## src/rtl/tl_sched_pkg.sv

```systemverilog
// Shared types and constants for the intersection signal scheduler.
// Lamp codes are {red, amber, green} for a single approach.
package tl_sched_pkg;

    localparam int unsigned N_APPR = 4;

    typedef enum logic [1:0] {
        ALL_RED = 2'd0,
        GREEN   = 2'd1,
        AMBER   = 2'd2,
        FLASH   = 2'd3
    } state_t;

    localparam logic [2:0] LAMP_RED   = 3'b100;
    localparam logic [2:0] LAMP_AMBER = 3'b010;
    localparam logic [2:0] LAMP_GREEN = 3'b001;
    localparam logic [2:0] LAMP_OFF   = 3'b000;

    function automatic int unsigned max_u(input int unsigned a, input int unsigned b);
        return (a > b) ? a : b;
    endfunction

endpackage

```

## src/rtl/next_approach_pick.sv

```systemverilog
// Chooses the next approach to grant: lowest-index preferential request,
// else round-robin vehicle demand starting after the current approach.
module next_approach_pick
    import tl_sched_pkg::*;
(
    input  logic [3:0] pref,
    input  logic [3:0] demand,
    input  logic [1:0] active,
    output logic [1:0] pick
);

    logic [1:0] w_idx;

    // Loops run from lowest to highest priority so the last hit wins.
    always_comb begin
        pick  = active + 2'd1;
        w_idx = '0;
        if (|pref) begin
            for (int unsigned i = N_APPR; i > 0; i--) begin
                if (pref[2'(i - 1)]) pick = 2'(i - 1);
            end
        end else if (|demand) begin
            for (int unsigned k = N_APPR; k > 0; k--) begin
                w_idx = active + 2'(k);
                if (demand[w_idx]) pick = w_idx;
            end
        end
    end

endmodule

```

## src/rtl/intersection_scheduler.sv

```systemverilog
// Four-approach signal sequencer: one green at a time with amber and
// all-red clearance, preferential priority, demand round-robin, flash mode.
module intersection_scheduler
    import tl_sched_pkg::*;
#(
    parameter int unsigned GREEN_MIN  = 4,
    parameter int unsigned GREEN_MAX  = 16,
    parameter int unsigned AMBER_T    = 3,
    parameter int unsigned ALLRED_T   = 2,
    parameter int unsigned FLASH_HALF = 2
) (
    input  logic        clk,
    input  logic        rst,
    input  logic [3:0]  demand,
    input  logic [3:0]  pref,
    input  logic        flash_req,
    output logic [11:0] lamps,
    output logic [1:0]  active,
    output logic        green_start
);

    localparam int unsigned TMAX = max_u(GREEN_MAX, max_u(AMBER_T, ALLRED_T));
    localparam int unsigned TW   = $clog2(TMAX + 1);
    localparam int unsigned FW   = $clog2(FLASH_HALF + 1);

    localparam logic [TW-1:0] T_GMIN1 = TW'(GREEN_MIN - 1);
    localparam logic [TW-1:0] T_GMAX1 = TW'(GREEN_MAX - 1);
    localparam logic [TW-1:0] T_GMAX  = TW'(GREEN_MAX);
    localparam logic [TW-1:0] T_TOP   = TW'(TMAX);
    localparam logic [TW-1:0] T_AM1   = TW'(AMBER_T - 1);
    localparam logic [TW-1:0] T_AR1   = TW'(ALLRED_T - 1);
    localparam logic [FW-1:0] T_FH1   = FW'(FLASH_HALF - 1);

    state_t        r_state;
    logic [TW-1:0] r_timer;
    logic [1:0]    r_active;
    logic [FW-1:0] r_flash_cnt;
    logic          r_flash_lit;

    logic [1:0] w_pick;
    logic [3:0] w_active_oh;
    logic       w_other_pref;
    logic       w_other_dem;
    logic       w_hold_own;
    logic       w_green_exit;

    next_approach_pick u_pick (
        .pref   (pref),
        .demand (demand),
        .active (r_active),
        .pick   (w_pick)
    );

    assign w_active_oh  = 4'b0001 << r_active;
    assign w_other_pref = |(pref & ~w_active_oh);
    assign w_other_dem  = |(demand & ~w_active_oh);
    assign w_hold_own   = demand[r_active] | pref[r_active];

    // Short exit needs competing pref, or an idle own approach with competing
    // demand; the long exit is blocked only by the holder's own pref.
    assign w_green_exit =
        ((r_timer >= T_GMIN1) && (w_other_pref || (!w_hold_own && w_other_dem))) ||
        ((r_timer >= T_GMAX1) && !pref[r_active] && (w_other_pref || w_other_dem));

    always_ff @(posedge clk) begin
        if (rst) begin
            r_state     <= ALL_RED;
            r_timer     <= '0;
            r_active    <= 2'd3;
            r_flash_cnt <= '0;
            r_flash_lit <= 1'b1;
        end else if (flash_req) begin
            if (r_state != FLASH) begin
                r_state     <= FLASH;
                r_timer     <= '0;
                r_flash_cnt <= '0;
                r_flash_lit <= 1'b1;
            end else begin
                if (r_timer != T_TOP) r_timer <= r_timer + 1'b1;
                if (r_flash_cnt == T_FH1) begin
                    r_flash_cnt <= '0;
                    r_flash_lit <= ~r_flash_lit;
                end else begin
                    r_flash_cnt <= r_flash_cnt + 1'b1;
                end
            end
        end else begin
            unique case (r_state)
                FLASH: begin
                    r_state <= ALL_RED;
                    r_timer <= '0;
                end
                ALL_RED: begin
                    if (r_timer == T_AR1) begin
                        r_state  <= GREEN;
                        r_timer  <= '0;
                        r_active <= w_pick;
                    end else begin
                        r_timer <= r_timer + 1'b1;
                    end
                end
                GREEN: begin
                    if (w_green_exit) begin
                        r_state <= AMBER;
                        r_timer <= '0;
                    end else if (r_timer != T_GMAX) begin
                        r_timer <= r_timer + 1'b1;
                    end
                end
                AMBER: begin
                    if (r_timer == T_AM1) begin
                        r_state <= ALL_RED;
                        r_timer <= '0;
                    end else begin
                        r_timer <= r_timer + 1'b1;
                    end
                end
                default: begin
                    r_state <= ALL_RED;
                    r_timer <= '0;
                end
            endcase
        end
    end

    always_comb begin
        lamps = '0;
        for (int unsigned i = 0; i < N_APPR; i++) begin
            lamps[3*i +: 3] = LAMP_RED;
            unique case (r_state)
                GREEN:   if (2'(i) == r_active) lamps[3*i +: 3] = LAMP_GREEN;
                AMBER:   if (2'(i) == r_active) lamps[3*i +: 3] = LAMP_AMBER;
                FLASH:   lamps[3*i +: 3] = r_flash_lit ? LAMP_AMBER : LAMP_OFF;
                default: lamps[3*i +: 3] = LAMP_RED;
            endcase
        end
    end

    assign active      = r_active;
    assign green_start = (r_state == GREEN) && (r_timer == '0);

endmodule

```

## config.mk

```make
export PLATFORM = sky130hd
export DESIGN_NAME = intersection_scheduler
export DESIGN_NICKNAME = d
export VERILOG_FILES = /design/src/rtl/tl_sched_pkg.sv /design/src/rtl/next_approach_pick.sv /design/src/rtl/intersection_scheduler.sv
export SDC_FILE = /design/constraint.sdc
export NUM_CORES = 1
export LEC_CHECK = 0
export CORE_MARGIN = 5
export CORE_UTILIZATION = 46
export CTS_CLUSTER_SIZE = 28
export DETAILED_ROUTE_END_ITERATION = 12
export HOLD_SLACK_MARGIN = 0.05
export PLACE_DENSITY = 0.75
export RECOVER_POWER = 50
export SLEW_MARGIN = 25
export SYNTH_ARGS = -nofsm -noshare
export SYNTH_HDL_FRONTEND = slang
export SYNTH_SLANG_ARGS = --single-unit
```

## constraint.sdc

```tcl
create_clock -name clk -period 1.8 [get_ports clk]
set_input_delay 0.27 -clock clk [delete_from_list [all_inputs] [get_ports clk]]
set_output_delay 0.27 -clock clk [all_outputs]
set_load 0.03 [all_outputs]
```

==> flow_summary.json, run 1 <==
{
  "r2r_slack_ns": -0.38,
  "violations": "negative setup slack",
  "cts_made_buffers": 3,
  "grt_pass1_vias": 1438,
  "maxCapViolCount": 0,
  "grt.total_usage_pct": 22.1,
  "die_area_um2": 3820,
  "overflow": 0,
  "clk_path_buf_depth": 2,
  "ys_types": 44,
  "yosys_register_bits": 12,
  "cp_num_buf_inv": 4,
  "num_rows": 18,
  "drive_gt1_share_pct": 46.6,
  "crit_type": "reg -> reg",
  "dp_cells": 251,
  "finalSetupViolCount": 13,
  "fillers": 155,
  "worst_slack_ns": -0.381,
  "hold_viol": 0,
  "synthCells": 163,
  "crit_family": "compound AO/OA/AOI/OAI gates",
  "start_kind": "register",
  "n_antenna_cell": 0,
  "crit_chain": "buf_6, inv_8, ha_4, nor2b_2, a2111oi_4, buf_4, o21ai_4, a211oi_2, buf_4, o22ai_2, a21oi_1",
  "globalplace.congestion": 0.924,
  "p_sw_w": 0.000367,
  "pre_cts_ws_ns": -0.335,
  "clock.fmax_ghz": 0.459,
  "combPwrFrac_pct": 46.3,
  "syn_nets": 183,
  "via_count": 1607,
  "required_ns": 2.02,
  "worstPathArrival_ns": 2.40,
  "cts_max_level": 1,
  "switching_share_pct": 37.6,
  "yosysMostFrequentCell": "nand2_1",
  "syn_avg_cell_area_um2": 7.58,
  "period_needed_ns": 2.18,
  "reg2reg_to": "r_timer[1]",
  "initial_core_util_pct": 49.0,
  "wl_per_cell_um": 18.9,
  "async_flop_share_pct": 0,
  "slew_headroom_pct": 71.1,
  "power_w": 0.000976,
  "grt_pass1_wl_mm": 6.39,
  "min_period_over_period_pct": 121,
  "grt_max_degree": 16,
  "synth_edf_count": 0,
  "worstSetupEndpointType": "register",
  "worst_pin_slew_ns": 0.433,
  "cp_max_fo": 6,
  "synth_ff_type": "dfxtp_1",
  "holdCritPathClass": "reg -> reg",
  "nNetsFinal": 257,
  "crit_start": "active[0]",
  "area_growth_pct": 68.8,
  "crit_end": "r_timer[1]",
  "fin_cells": 266,
  "cp_common_cell": "buf_4",
  "final_max_slew_viol_count": 0,
  "die_y_um": 61.8,
  "insertion_delay_ns": 0.29,
  "rsz0062_at_grt": "true",
  "outcome": "finished with violations",
  "clock_power_share_pct": 24.0,
  "crit_cells": 11,
  "portBuffers": 25,
  "yosysTopAreaCell": "dfxtp_1",
  "clockRootBuffer": "clkbuf_4",
  "vdd_drop_max_v": 0.000430,
  "tritoncts": "yes",
  "postLayoutCellArea_um2": 2080,
  "place_area_um2": 1800,
  "max_stage_delay_ns": 0.38,
  "core_area_um2": 2520,
  "hold_buffers": 0,
  "antenna_found_initial": 0,
  "leakage_nw": 0.899,
  "syn-cell-area_um2": 1230,
  "dp_hpwl_mm": 2.93,
  "ant_nets": 0,
  "clock-sinks": 12,
  "power_frac_seq_pct": 29.7,
  "die_w_um": 61.8,
  "remaining_drc_errors": 0,
  "clk_pin_slew_ns": 0.09,
  "worstRegToRegCells": 11,
  "first_pass_iters": 4,
  "netlist_top_cells_area": "dfxtp_1, ha_1, nand2_1",
  "clock_skew_ns": 0.00800,
  "p_int_w": 0.000610,
  "num_io_pins": 26,
  "drtIter0Drc": 157,
  "power_density_nw_per_um2": 468,
  "tns_ns": -2.41,
  "wl_mm": 5.02,
  "slowest_stage": "dfxtp_4",
  "synthTopCellsByCount": "nand2_1, nor2_1, o21ai_0",
  "synth_top_area_share_pct": 19.5,
  "r2r_start": "active[0]",
  "routed_via_density": 6.04,
  "seq_area_frac_synth_pct": 19.5,
  "yosys_warnings": 0
}
[state kept, by name (all words and copies together), names as in the netlist]
register,flops
r_flash_lit,1
r_timer,5
r_state,2
active,2
r_flash_cnt,2
[power groups by stage]
stage          Sequential (W)  Clock, W  Combinational (W)
2_1_floorplan        0.000293         0           0.000203
3_3_place_gp         0.000293         0           0.000352
3_5_place_dp         0.000294         0           0.000363
4_1_cts              0.000288  0.000230           0.000386
5_1_grt              0.000292  0.000253           0.000478
6_report             0.000290  0.000234           0.000452
[area by class of cell]
cell class / instances / area (um^2) / area share [%]
clock buffers: 4 / 36.3 / 1.74
multi-input cells: 134 / 1090 / 52.2
inverters: 11 / 53.8 / 2.58
flip-flops and latches: 12 / 249 / 11.9
well taps: 30 / 37.5 / 1.80
repair buffers: 75 / 619 / 29.7
[cells in the final DEF, fill, tap and decap left out, types with 5 or more instances in the layout]
cell,n
clkdlybuf4s50_1,10
buf_4,54
inv_1,7
buf_6,9
nand2_1,18
a21oi_1,7
dfxtp_1,9
ha_1,5
nor2_1,13
o21ai_0,6
[kinds of logic (layout without fill, tap and decap cells)]
family,Yosys count,count (layout),synth area share (%)
buffers and inverters,17,90,6.69
adder cells (fa/ha/maj),9,9,9.12
multiplexers,7,7,8.11
AO/OA/AOI/OAI,46,46,25.8
XOR/XNOR,3,3,2.13
AND/OR/NAND/NOR,69,69,28.7
flip-flops,12,12,19.5
[worst min path at each step]
| stage | cells past startpoint | from | end | slack (ns) |
|---|---|---|---|---|
| final | 2 | r_flash_cnt[1] | r_flash_cnt[1] | 0.47 |
| after detailed placement | 2 | r_flash_cnt[1] | r_flash_cnt[1] | 0.47 |
| after global placement | 2 | r_flash_cnt[1] | r_flash_cnt[1] | 0.45 |
| after floorplan | 1 | rst | active[1] | 0.36 |
| after global routing | 2 | r_flash_cnt[1] | r_flash_cnt[1] | 0.51 |
| after CTS | 2 | r_flash_cnt[1] | r_flash_cnt[1] | 0.47 |
[stage by stage]
| stage | util [%] | hold slack, ns |
|---|---|---|
| after detailed placement | 71.3 | 0.465 |
| after global placement | 71.3 | 0.449 |
| after global routing | 82.6 | 0.513 |
| final | 82.6 | 0.470 |
| after floorplan | - | 0.364 |
| after CTS | 77.0 | 0.475 |
[timing repair]
action	CTS	global route
buffers inserted	5	6
pin swaps	17	15
resized for setup	22	30
setup endpoints to repair	9	18
[metal layers]
| metal | vias to the layer above | track usage, % | share of wire [%] |
|---|---|---|---|
| met4 | 0 | 5.15 | 2.6 |
| met5 | - | 0 | 0 |
| met2 | 105 | 39.2 | 49 |
| met3 | 18 | 3.10 | 9.6 |
| met1 | 748 | 28.2 | 39 |
| li1 | 736 | - | - |
[worst min-delay path: stages (launching register included)]
cell,delay [ns]
dfxtp_1,0.31
inv_1,0.07
nor3_1,0.05
Note: power is estimated with default switching activity, not from simulation.
==> run 2: changes to the inputs <==
--- a/config.mk
+++ b/config.mk
@@ -5,6 +5,7 @@
 export SDC_FILE = /design/constraint.sdc
 export NUM_CORES = 1
 export LEC_CHECK = 0
+export ABC_CLOCK_PERIOD_IN_PS = 1800
 export CORE_MARGIN = 5
 export CORE_UTILIZATION = 46
 export CTS_CLUSTER_SIZE = 28
==> results of run 2 <==
Same layout as run 1: the final DEF is identical, and so are final timing and power.
==> run 3: changes to the inputs <==
--- a/config.mk
+++ b/config.mk
@@ -6,13 +6,14 @@
 export NUM_CORES = 1
 export LEC_CHECK = 0
 export ABC_CLOCK_PERIOD_IN_PS = 1800
-export CORE_MARGIN = 5
+export CORE_MARGIN = 4
 export CORE_UTILIZATION = 46
 export CTS_CLUSTER_SIZE = 28
 export DETAILED_ROUTE_END_ITERATION = 12
 export HOLD_SLACK_MARGIN = 0.05
 export PLACE_DENSITY = 0.75
 export RECOVER_POWER = 50
+export REMOVE_ABC_BUFFERS = 1
 export SLEW_MARGIN = 25
 export SYNTH_ARGS = -nofsm -noshare
 export SYNTH_HDL_FRONTEND = slang
==> run 3 against run 2 <==
The run still ends with negative setup slack left. Global-route usage rose by 0.58 points. Via count down 9.0%. Maximum frequency up 7.6%. Count of clock-buffer cells in the layout is the same. Total power shrank 5.9%. Core utilization is 5.5 points lower. Register-to-register slack better by 0.15 ns. Routed wire length down 20%. Critical endpoint is now r_timer[4]. Largest cell class unchanged. Largest power group unchanged.
==> flow_summary.json, run 3 (synthesized netlist as in run 1, its figures left out) <==
{
  "outcome": "finished with violations",
  "violations": "negative setup slack",
  "area_growth_pct": 57.6,
  "clk_path_buf_depth": 2,
  "fillers": 166,
  "wl_mm": 4.02,
  "power_density_nw_per_um2": 472,
  "num_rows": 18,
  "hold_buffers": 0,
  "grt_pass1_vias": 1387,
  "finalSetupViolCount": 8,
  "num_io_pins": 26,
  "leakage_nw": 0.837,
  "worst_slack_ns": -0.227,
  "crit_start": "active[0]",
  "min_from": "r_flash_cnt[1]",
  "overflow": 0,
  "maxCapViolCount": 0,
  "die_y_um": 59.8,
  "min_period_over_period_pct": 113,
  "portBuffers": 25,
  "globalplace.congestion": 0.852,
  "first_pass_iters": 4,
  "clock.fmax_ghz": 0.493,
  "antenna_found_initial": 0,
  "finish.utilization_pct": 77.2,
  "wl_per_cell_um": 15.6,
  "period_needed_ns": 2.03,
  "clk_pin_slew_ns": 0.08,
  "rsz0062_at_grt": "true",
  "final_max_slew_viol_count": 0,
  "drive_gt1_share_pct": 39.9,
  "routed_via_density": 5.67,
  "r2r_start": "active[0]",
  "dp_hpwl_mm": 2.83,
  "core_area_um2": 2520,
  "die_area_um2": 3580,
  "largest_reg_flops": 5,
  "place_area_um2": 1720,
  "clock_skew_ns": 0.00192,
  "worstPathArrival_ns": 2.20,
  "worstSetupEndpointType": "register",
  "worst_pin_slew_ns": 0.473,
  "slew_headroom_pct": 68.4,
  "hold_viol": 0,
  "via_count": 1462,
  "drtIter0Drc": 117,
  "ant_nets": 0,
  "crit_type": "reg -> reg",
  "dp_cells": 248,
  "cp_max_fo": 8,
  "initial_core_util_pct": 49.0,
  "tritoncts": "yes",
  "largest-register": "r_timer",
  "remaining_drc_errors": 0,
  "insertion_delay_ns": 0.30,
  "postLayoutCellArea_um2": 1950,
  "nNetsFinal": 249,
  "final_common_cell": "buf_4",
  "grt_pass1_wl_mm": 6.22,
  "start_kind": "register",
  "grt_max_degree": 14,
  "clockRootBuffer": "clkbuf_4",
  "holdCritPathClass": "reg -> reg",
  "required_ns": 1.97,
  "die_w_um": 59.8,
  "clock-sinks": 12,
  "n_antenna_cell": 0,
  "vdd_drop_max_v": 0.000437,
  "layout_common_cells": "buf_4, nand2_1, nor2_1",
  "grt.total_usage_pct": 22.7,
  "power_w": 0.000918,
  "pre_cts_ws_ns": -0.384,
  "cts_made_buffers": 3,
  "fin_cells": 258,
  "cts_max_level": 1
}
[run 3: worst paths after layout]
check	to	slack (ns)	depth (start not counted)
max	r_timer[4]	-0.23	7
min	r_flash_cnt[1]	0.47	2
max reg2reg	r_timer[4]	-0.23	7
min reg2reg	r_flash_cnt[1]	0.47	2
[run 3: area by class of cell]
| cell class | count | area (um^2) | share of cell area [%] |
|---|---|---|---|
| Inverter | 11 | 53.8 | 2.76 |
| Clock buffer | 4 | 36.3 | 1.86 |
| Sequential cell | 12 | 249 | 12.8 |
| Tap cell | 30 | 37.5 | 1.93 |
| Multi-Input combinational cell | 134 | 1040 | 53.3 |
| Timing Repair Buffer | 67 | 533 | 27.4 |
[run 3: where the power goes]
group | internal, W | leakage, nW | total, W | switching, W
clock network | 0.000124 | 0.0210 | 0.000233 | 0.000109
logic | 0.000187 | 0.718 | 0.000395 | 0.000208
registers | 0.000274 | 0.0978 | 0.000291 | 0.0000168
total | 0.000585 | 0.837 | 0.000918 | 0.000334
[run 3: metal layers]
metal	share of wire (%)	up-vias	GRT usage, %
met5	0	-	0
met4	1.6	0	5.06
met3	6.0	9	4.75
met2	51	62	40.3
met1	41	679	27.8
li1	-	712	-
[run 3: repair_timing]
action,CTS,global route
pin swaps,13,5
setup endpoints to repair,16,18
resized for setup,32,21
buffers inserted,5,1
[run 3: critical path, stage by stage (launching register included)]
cell	delay, ns
dfxtp_4	0.43
buf_4	0.20
mux4_2	0.55
o211ai_4	0.23
a211oi_4	0.11
buf_4	0.15
o21ai_0	0.13
o31ai_1	0.09
[run 3: through the flow]
| stage | hold slack (ns) | TNS, ns |
|---|---|---|
| after floorplan | 0.339 | -4.63 |
| after detailed placement | 0.464 | -3.07 |
| after global routing | 0.509 | -2.04 |
| after CTS | 0.475 | -0.606 |
| after global placement | 0.451 | -2.36 |
| final | 0.472 | -1.07 |
